==> config.mk <==
export PLATFORM = sky130hd
export DESIGN_NAME = mem_scan_master
export DESIGN_NICKNAME = d
export VERILOG_FILES = /design/src/rtl/mem_scan_master.sv
export SDC_FILE = /design/constraint.sdc
export NUM_CORES = 1
export LEC_CHECK = 0
export ABC_AREA = 0
export CAP_MARGIN = 20
export CORE_ASPECT_RATIO = 0.7
export CORE_MARGIN = 2
export CORE_UTILIZATION = 50
export DETAILED_ROUTE_END_ITERATION = 8
export GPL_TIMING_DRIVEN = 0
export PLACE_DENSITY = 0.75
export SLEW_MARGIN = 20
export SYNTH_ARGS = -nofsm -noshare
export SYNTH_HDL_FRONTEND = slang
export SYNTH_SLANG_ARGS = --single-unit
==> constraint.sdc <==
create_clock -name clk -period 3.57 [get_ports clk]
set_input_delay 0.5355 -clock clk [delete_from_list [all_inputs] [get_ports clk]]
set_output_delay 0.5355 -clock clk [all_outputs]
set_load 0.01 [all_outputs]
==> src/rtl/mem_scan_master.sv <==
// rtl/mem_scan_master.sv - block-statistics bus initiator: reads LEN words, writes wrapping sum and signed max back.
module mem_scan_master #(
    parameter int ADDR_W = 12,
    parameter int DATA_W = 16
) (
    input  logic              clk,
    input  logic              rst,
    input  logic              start,
    input  logic [ADDR_W-1:0] base_adr,
    input  logic [ADDR_W-1:0] len,
    input  logic [ADDR_W-1:0] dst_adr,
    output logic              busy,
    output logic              done,
    output logic [DATA_W-1:0] sum_out,
    output logic [DATA_W-1:0] max_out,
    output logic              MemRead,
    output logic              MemWrite,
    output logic [ADDR_W-1:0] adr,
    output logic [DATA_W-1:0] data_to_mem,
    input  logic [DATA_W-1:0] data_from_mem
);

    localparam logic [2:0] S_IDLE   = 3'd0;
    localparam logic [2:0] S_READ   = 3'd1;
    localparam logic [2:0] S_WR_SUM = 3'd2;
    localparam logic [2:0] S_WR_MAX = 3'd3;
    localparam logic [2:0] S_DONE   = 3'd4;

    localparam logic [DATA_W-1:0] MAX_INIT = {1'b1, {(DATA_W-1){1'b0}}};

    logic [2:0]        state_q, state_d;
    logic [ADDR_W-1:0] base_q, base_d;
    logic [ADDR_W-1:0] len_q, len_d;
    logic [ADDR_W-1:0] dst_q, dst_d;
    logic [ADDR_W-1:0] idx_q, idx_d;
    logic [DATA_W-1:0] sum_q, sum_d;
    logic [DATA_W-1:0] max_q, max_d;
    logic [DATA_W-1:0] sum_out_q, sum_out_d;
    logic [DATA_W-1:0] max_out_q, max_out_d;

    always_comb begin
        state_d   = state_q;
        base_d    = base_q;
        len_d     = len_q;
        dst_d     = dst_q;
        idx_d     = idx_q;
        sum_d     = sum_q;
        max_d     = max_q;
        sum_out_d = sum_out_q;
        max_out_d = max_out_q;
        case (state_q)
            S_IDLE: begin
                if (start) begin
                    base_d = base_adr;
                    len_d  = len;
                    dst_d  = dst_adr;
                    idx_d  = '0;
                    sum_d  = '0;
                    max_d  = MAX_INIT;
                    if (len == '0) begin
                        // Empty block reports zeros rather than the max seed value.
                        sum_out_d = '0;
                        max_out_d = '0;
                        state_d   = S_DONE;
                    end else begin
                        state_d = S_READ;
                    end
                end
            end
            S_READ: begin
                sum_d = sum_q + data_from_mem;
                if ($signed(data_from_mem) > $signed(max_q)) begin
                    max_d = data_from_mem;
                end
                idx_d = idx_q + ADDR_W'(1);
                if (idx_q == len_q - ADDR_W'(1)) begin
                    state_d = S_WR_SUM;
                end
            end
            S_WR_SUM: state_d = S_WR_MAX;
            S_WR_MAX: begin
                sum_out_d = sum_q;
                max_out_d = max_q;
                state_d   = S_DONE;
            end
            S_DONE:  state_d = S_IDLE;
            default: state_d = S_IDLE;
        endcase
    end

    always_ff @(posedge clk) begin
        if (rst) begin
            state_q   <= S_IDLE;
            base_q    <= '0;
            len_q     <= '0;
            dst_q     <= '0;
            idx_q     <= '0;
            sum_q     <= '0;
            max_q     <= '0;
            sum_out_q <= '0;
            max_out_q <= '0;
        end else begin
            state_q   <= state_d;
            base_q    <= base_d;
            len_q     <= len_d;
            dst_q     <= dst_d;
            idx_q     <= idx_d;
            sum_q     <= sum_d;
            max_q     <= max_d;
            sum_out_q <= sum_out_d;
            max_out_q <= max_out_d;
        end
    end

    // Bus signals decode straight from state so an idle bus is always all-zero.
    always_comb begin
        MemRead     = 1'b0;
        MemWrite    = 1'b0;
        adr         = '0;
        data_to_mem = '0;
        case (state_q)
            S_READ: begin
                MemRead = 1'b1;
                adr     = base_q + idx_q;
            end
            S_WR_SUM: begin
                MemWrite    = 1'b1;
                adr         = dst_q;
                data_to_mem = sum_q;
            end
            S_WR_MAX: begin
                MemWrite    = 1'b1;
                adr         = dst_q + ADDR_W'(1);
                data_to_mem = max_q;
            end
            default: ;
        endcase
    end

    assign busy    = (state_q == S_READ) || (state_q == S_WR_SUM) || (state_q == S_WR_MAX);
    assign done    = (state_q == S_DONE);
    assign sum_out = sum_out_q;
    assign max_out = max_out_q;

endmodule

# Yosys cells after proc, flatten, opt, wreduce, memory -nomap -nowiden
# Index checks and enable logic that the tools add are counted.
[op_classes]
n_eq_ne = 9
n_lt_le_gt_ge = 1
addsub = 5
muxes = 19
reduce_logical = 12
[ops]
columns = ["operator", "count"]
rows = [
  ["case mux 16 bit (2 select lines)", 5],
  ["2-to-1 mux 16 bit", 5],
  ["case mux 12 bit (3 select lines)", 1],
  ["adder 12 x 1 -> 12 bit (second input constant)", 2],
  ["case mux 12 bit (2 select lines)", 1],
  ["adder 16 bit", 1],
  ["> comparator 16 bit", 1],
  ["adder 12 bit", 1],
  ["== test 12 bit", 1],
  ["logical NOT 12 bit", 1],
  ["2-to-1 mux 12 bit", 1],
  ["case mux 3 bit (4 select lines)", 1],
  ["subtractor 12 x 1 -> 12 bit (second input constant)", 1],
  ["2-to-1 mux 3 bit", 3],
  ["!= test 2 bit (second input constant)", 4],
  ["== test 3 x 2 -> 1 bit (second input constant)", 2],
  ["AND reduction 2 bit", 3],
  ["AND reduction 3 bit", 2],
  ["nonzero test 2 bit", 2],
  ["== test 3 x 1 -> 1 bit (second input constant)", 1],
  ["== test 3 bit (second input constant)", 1],
  ["logical NOT 3 bit", 1],
  ["logical OR 1 bit", 2],
  ["2-to-1 mux 1 bit", 2],
  ["OR reduction 2 bit", 1],
]
[totals]
output_inout_bits = 64
elab_cells = 55
reg_bits = 115

# Logic depth before layout (Yosys ltp)
[logic_depth]
word_depth = 4
mapped_depth = 10

# Worst setup path before layout
# No wires, ideal clock.
[synth_path]
path_type = "reg-to-output"
startpoint = "reg idx_q[1]"
endpoint = "out adr[11]"
required_ns = 3.034
path_stages_with_launch = 9
n_path_buf = 0
arrival_time_ns = 2.207
setup_slack_ns = 0.828
path_cell_list = "dfxtp_1 -> ha_1 -> a211oi_2 -> o21bai_1 -> a2111oi_2 -> o41ai_2 -> a2111oi_2 -> a41o_1 -> a21o_1"
[synth_via]
elab_chain_len = 2
[synth_lines]
columns = ["item", "line", "rtl"]
rows = [
  ["from (decl)", "35", "logic [ADDR_W-1:0] idx_q, idx_d;"],
  ["from (signal assigned)", "107", "idx_q <= idx_d;"],
  ["adder 12 bit", "124", "adr = base_q + idx_q;"],
  ["case mux 12 bit (3 select lines)", "121", "case (state_q)"],
  ["to (decl)", "18", "output logic [ADDR_W-1:0] adr,"],
]
# Every way passes these cells.

# Final worst setup path
[layout_path]
startpoint = "reg state_q[0]"
endpoint = "out adr[7]"
[layout_via]
elab_chain_len = 2
word_cells_on_any_way = 4
[layout_lines]
columns = ["item", "line", "rtl"]
rows = [
  ["from (decl)", "31", "logic [2:0] state_q, state_d;"],
  ["from (signal assigned)", "103", "state_q <= state_d;"],
  ["== test 3 x 2 -> 1 bit or == test 3 x 1 -> 1 bit (tied branches)", "121", ""],
  ["case mux 12 bit (3 select lines) *", "121", ""],
]
# Mark *: on every way between the ends. The rest lies on a longest branch, timed or not.

==> implementation parameters <==
Parameter                              Value

Status
  Run status ... complete, no violations

Critical path
  Buf/Inv on CP ... 2
  Series of cell instances along the critical path ... clkbuf_1 > nand3_1 > nor2_1 > nand3_1 > xor2_1 > o22ai_1 > clkdlybuf4s50_1
  Most Frequent Cell on Critical Path ... nand3_1
  Category of the worst setup path capture point ... primary output
  Crit Path Max Fanout ... 10
  Reg2reg start ... max_q[15]$_SDFFE_PP0P_
  Gate family responsible for the most delay along the worst path ... buffers and inverters
  Reg-to-reg critical path endpoint ... max_q[8]$_SDFFE_PP0P_
  WP data arrival ... 2.94 ns
  Beginning of the critical path ... state_q[0]$_SDFFE_PP0P_
  Reg2reg setup slack ... 0.80 ns
  Slowest stage cell, crit path ... clkdlybuf4s50_1
  Stage delay of the slowest cell on the critical path ... 0.58 ns
  Kind of start point of the critical path ... flip-flop
  Number of gates on the worst path with buffers counted ... 7
  Kind of critical path ... reg2out
  Length in cells of the worst reg-to-reg path ... 10
  Req. time, crit path ... 3.03 ns
  Termination of the worst setup path ... adr[7]

Power
  Standby leakage power ... 3.51 nW
  Sum of internal, switching and leakage power ... 3.85 mW
  Total power per unit cell area ... 421 nW/um2
  Worst vdd ir ... 0.311 mV

Yosys
  Number of synthesized flops with an enable pin ... 0
  Number of flip-flops and latches in the synthesized netlist ... 115
  Dominant combinational cell family by area after synthesis ... compound AO/OA/AOI/OAI gates
  Share of synthesized cell area in and, or, nand and nor gates ... 21.0%
  Compound-Gate Fraction of Synth Area ... 23.1%
  Netlist area before placement ... 7030 um2
  Net count after synthesis ... 973
  Top area cells in the synthesized netlist ... dfxtp_1, ha_1, nor2_1, a21oi_1, nand2_1
  Synthesis warning total ... 0
  Main synth FF type ... dfxtp_1
  Share of flip-flops with an asynchronous set or reset after synthesis ... 0%
  Parity-gate share of the synthesized area counting xor and xnor cells ... 5.95%
  Arithmetic-cell share of the synthesized area counting full adders, half adders and majority gates ... 8.58%
  Seq/Total Area, Yosys ... 32.8%
  Top cell type's share of synthesized area ... 32.8%
  Post-Synthesis Cells ... 871
  Number of distinct library cell variants in the gate-level netlist after synthesis ... 72
  Leading area contributor after synthesis ... dfxtp_1
  Post-synthesis average cell area ... 8.07 um2
  Multiplexer share of the synthesized area ... 3.60%

Routing
  Iteration count of the initial detailed-routing pass ... 5
  Number of vias per cell ... 5.86
  Post-detailed-route count of antenna-violating nets ... 0
  DR iter-0 viols ... 543
  Routed wire length per instance ... 18.4 um
  Via count of the routed design ... 7117
  Drc violations ... 0
  Total detailed-routing wirelength ... 22300 um

Final layout
  Total inserted antenna cells ... 0
  Layout overhead on the synthesized area ... 30.1%
  Leading cell type in the layout, fill and taps excluded ... clkdlybuf4s50_1
  Final #Nets ... 1113
  Most frequent cells in the layout ... clkdlybuf4s50_1, dfxtp_1, nor2_1
  Filler cell count ... 1147
  Final design instance area without fill ... 9150 um2
  Fraction of final layout cells with drive strength greater than 1 ... 9.57%

Placement
  Placement-stage cell area ... 8440 um2
  IO Port Bufs ... 117
  Gpl congestion ... 0.928
  Sum of net half-perimeters after detailed placement ... 16400 um

STA
  RSZ-0062 raised after global routing ... no
  Max Transition Viols Final ... 0
  Timing-limited maximum frequency ... 288 MHz
  Final worst-path cycle share ... 97.3%
  Fin Clk Skew ... 0.0101 ns
  Slew HR ... 43.2%
  Final hold slack ... 0.462 ns
  Slew at the pin closest to its max-slew limit ... 0.852 ns
  Count of final hold-check violations ... 0
  Final min period ... 3.47 ns
  Number of failing setup endpoints in the final timing report ... 0

Global routing
  Aggregate global-route resource usage ... 29.7%
  Total congestion overflow ... 0
  Maximum number of pins on one net before global-route repair ... 17
  Wire length of the first global-routing pass ... 34700 um
  Layer with the highest usage ... met1
  Met2 usage ... 42.4%
  Vias in the first global route ... 6282
  Met1 Track Usage GR ... 43.5%
  Initial antenna violation count ... 0
  Met3 layer usage reported by global route ... 8.46%

Clock network
  Maximum clock path buffer count ... 2
  Clock tree from TritonCTS ... built
  Total CTS buffers ... 17
  Clk sinks ... 115
  Clock transition at the register clock pins on the worst setup and hold paths after CTS ... 0.06 ns
  H-Tree Level Count ... 4
  Library cell used as clock root buffer ... clkbuf_16
  Clock Latency Late Sink ... 0.42 ns

Worst hold path
  Hold Path Class ... reg2reg
  Worst Min Path Start ... base_q[4]$_SDFFE_PP0P_

Job
  Max-cap viol count ... 0

Die
  Initial cell density of the core ... 50.8%
  Core ar. ... 13800 um2
  Die Wd ... 146 um
  Cell row count ... 36
  Overall die height ... 103 um
  Die area ... 15000 um2
  I/O pins ... 119
## synthesized netlist by cell type (3+ instances only)
library cell,number
a21oi_1,77
mux2i_1,20
nand4_1,9
nand2_1,100
o211ai_2,7
nor3b_1,3
nor2_1,109
xnor2_1,22
clkbuf_1,42
a31oi_1,10
nand3_1,33
nand3b_1,5
dfxtp_1,115
a211oi_1,9
nor4b_1,5
o22ai_1,7
nor2b_1,6
buf_2,8
ha_1,45
a2111oi_0,3
o21bai_1,3
inv_1,29
o211ai_1,10
a21o_1,11
a22oi_1,44
o21ai_0,22
nor4_1,4
a211o_1,4
and3_1,6
o21a_1,3
nand2b_1,5
nor3_1,12
xor2_1,22
a21oi_2,8
buf_1,4
## metrics by stage
| stage | TNS, ns | util, % | cells | setup slack (ns) |
|---|---|---|---|---|
| after floorplan | 0 | - | 871 | 0.828 |
| after global placement | 0 | 61.0 | 1178 | 0.00956 |
| after detailed placement | -0.0189 | 61.0 | 1178 | -0.0189 |
| after CTS | 0 | 65.6 | 1211 | 0.0249 |
| after global routing | 0 | 66.1 | 1214 | 0.00113 |
| final | 0 | 66.1 | 1214 | 0.0957 |
## state kept, by name (all words and copies together), names as in the netlist
| signal | count |
|---|---|
| max_out | 16 |
| max_q | 16 |
| sum_out | 16 |
| sum_q | 16 |
| base_q | 12 |
| dst_q | 12 |
| idx_q | 12 |
| len_q | 12 |
| state_q | 3 |
## per-layer routing
layer,vias up,share of wire (%),wire [um]
met1,3310,46,10300
met2,376,41,9150
li1,3398,-,-
met5,-,0,0
met4,0,1.4,317
met3,33,12,2570
## area by class of cell
cell class | count | area [um2] | share of cell area (%)
Clock inverter | 9 | 103 | 1.12
Buffer | 58 | 249 | 2.72
Tap cell | 190 | 238 | 2.60
Clock buffer | 23 | 488 | 5.34
Sequential cell | 115 | 2320 | 25.3
Timing Repair Buffer | 121 | 1200 | 13.1
Inverter | 29 | 109 | 1.19
Multi-Input combinational cell | 669 | 4450 | 48.6
## how the worst min path moves through the flow
| stage | cells past startpoint | end | slack (ns) |
|---|---|---|---|
| 2_1_floorplan | 2 | base_q[0]$_SDFFE_PP0P_ | 0.44 |
| 3_3_place_gp | 2 | base_q[6]$_SDFFE_PP0P_ | 0.45 |
| 3_5_place_dp | 2 | base_q[5]$_SDFFE_PP0P_ | 0.45 |
| 4_1_cts | 2 | base_q[5]$_SDFFE_PP0P_ | 0.46 |
| 5_1_grt | 2 | base_q[10]$_SDFFE_PP0P_ | 0.48 |
| 6_report | 2 | base_q[4]$_SDFFE_PP0P_ | 0.46 |
## timing repair
item                       in CTS  in global routing
pin swaps                       4                  6
resized for setup              12                 14
setup buffers                   1                  3
gates cloned                    0                  0
setup endpoints to repair       9                  5
hold buffers                    0                  0
## kinds of logic (layout without fill, tap and decap cells)
family          after synthesis  count (layout)
fa+ha+maj                    47              47
buf+inv                      87             240
compound gates              238             238
mux                          24              24
xor+xnor                     46              46
flops                       115             115
simple gates                314             314
## worst reg2reg max path, cell delays in order (launching register included)
cell      delay (ns)
dfxtp_1         0.41
inv_1           0.07
ha_1            0.42
and3_1          0.23
nand4_2         0.20
a211oi_2        0.42
nor4b_4         0.12
xnor2_2         0.36
buf_6           0.24
o211ai_2        0.10
a21oi_2         0.14
## power breakdown
part | internal, mW | leakage (nW) | switching (mW)
Combinational | 0.308 | 2.29 | 0.423
Clock | 1.09 | 0.285 | 0.613
Sequential | 1.34 | 0.939 | 0.0751
Total | 2.74 | 3.51 | 1.11
Power figures use the tool's default switching activity.
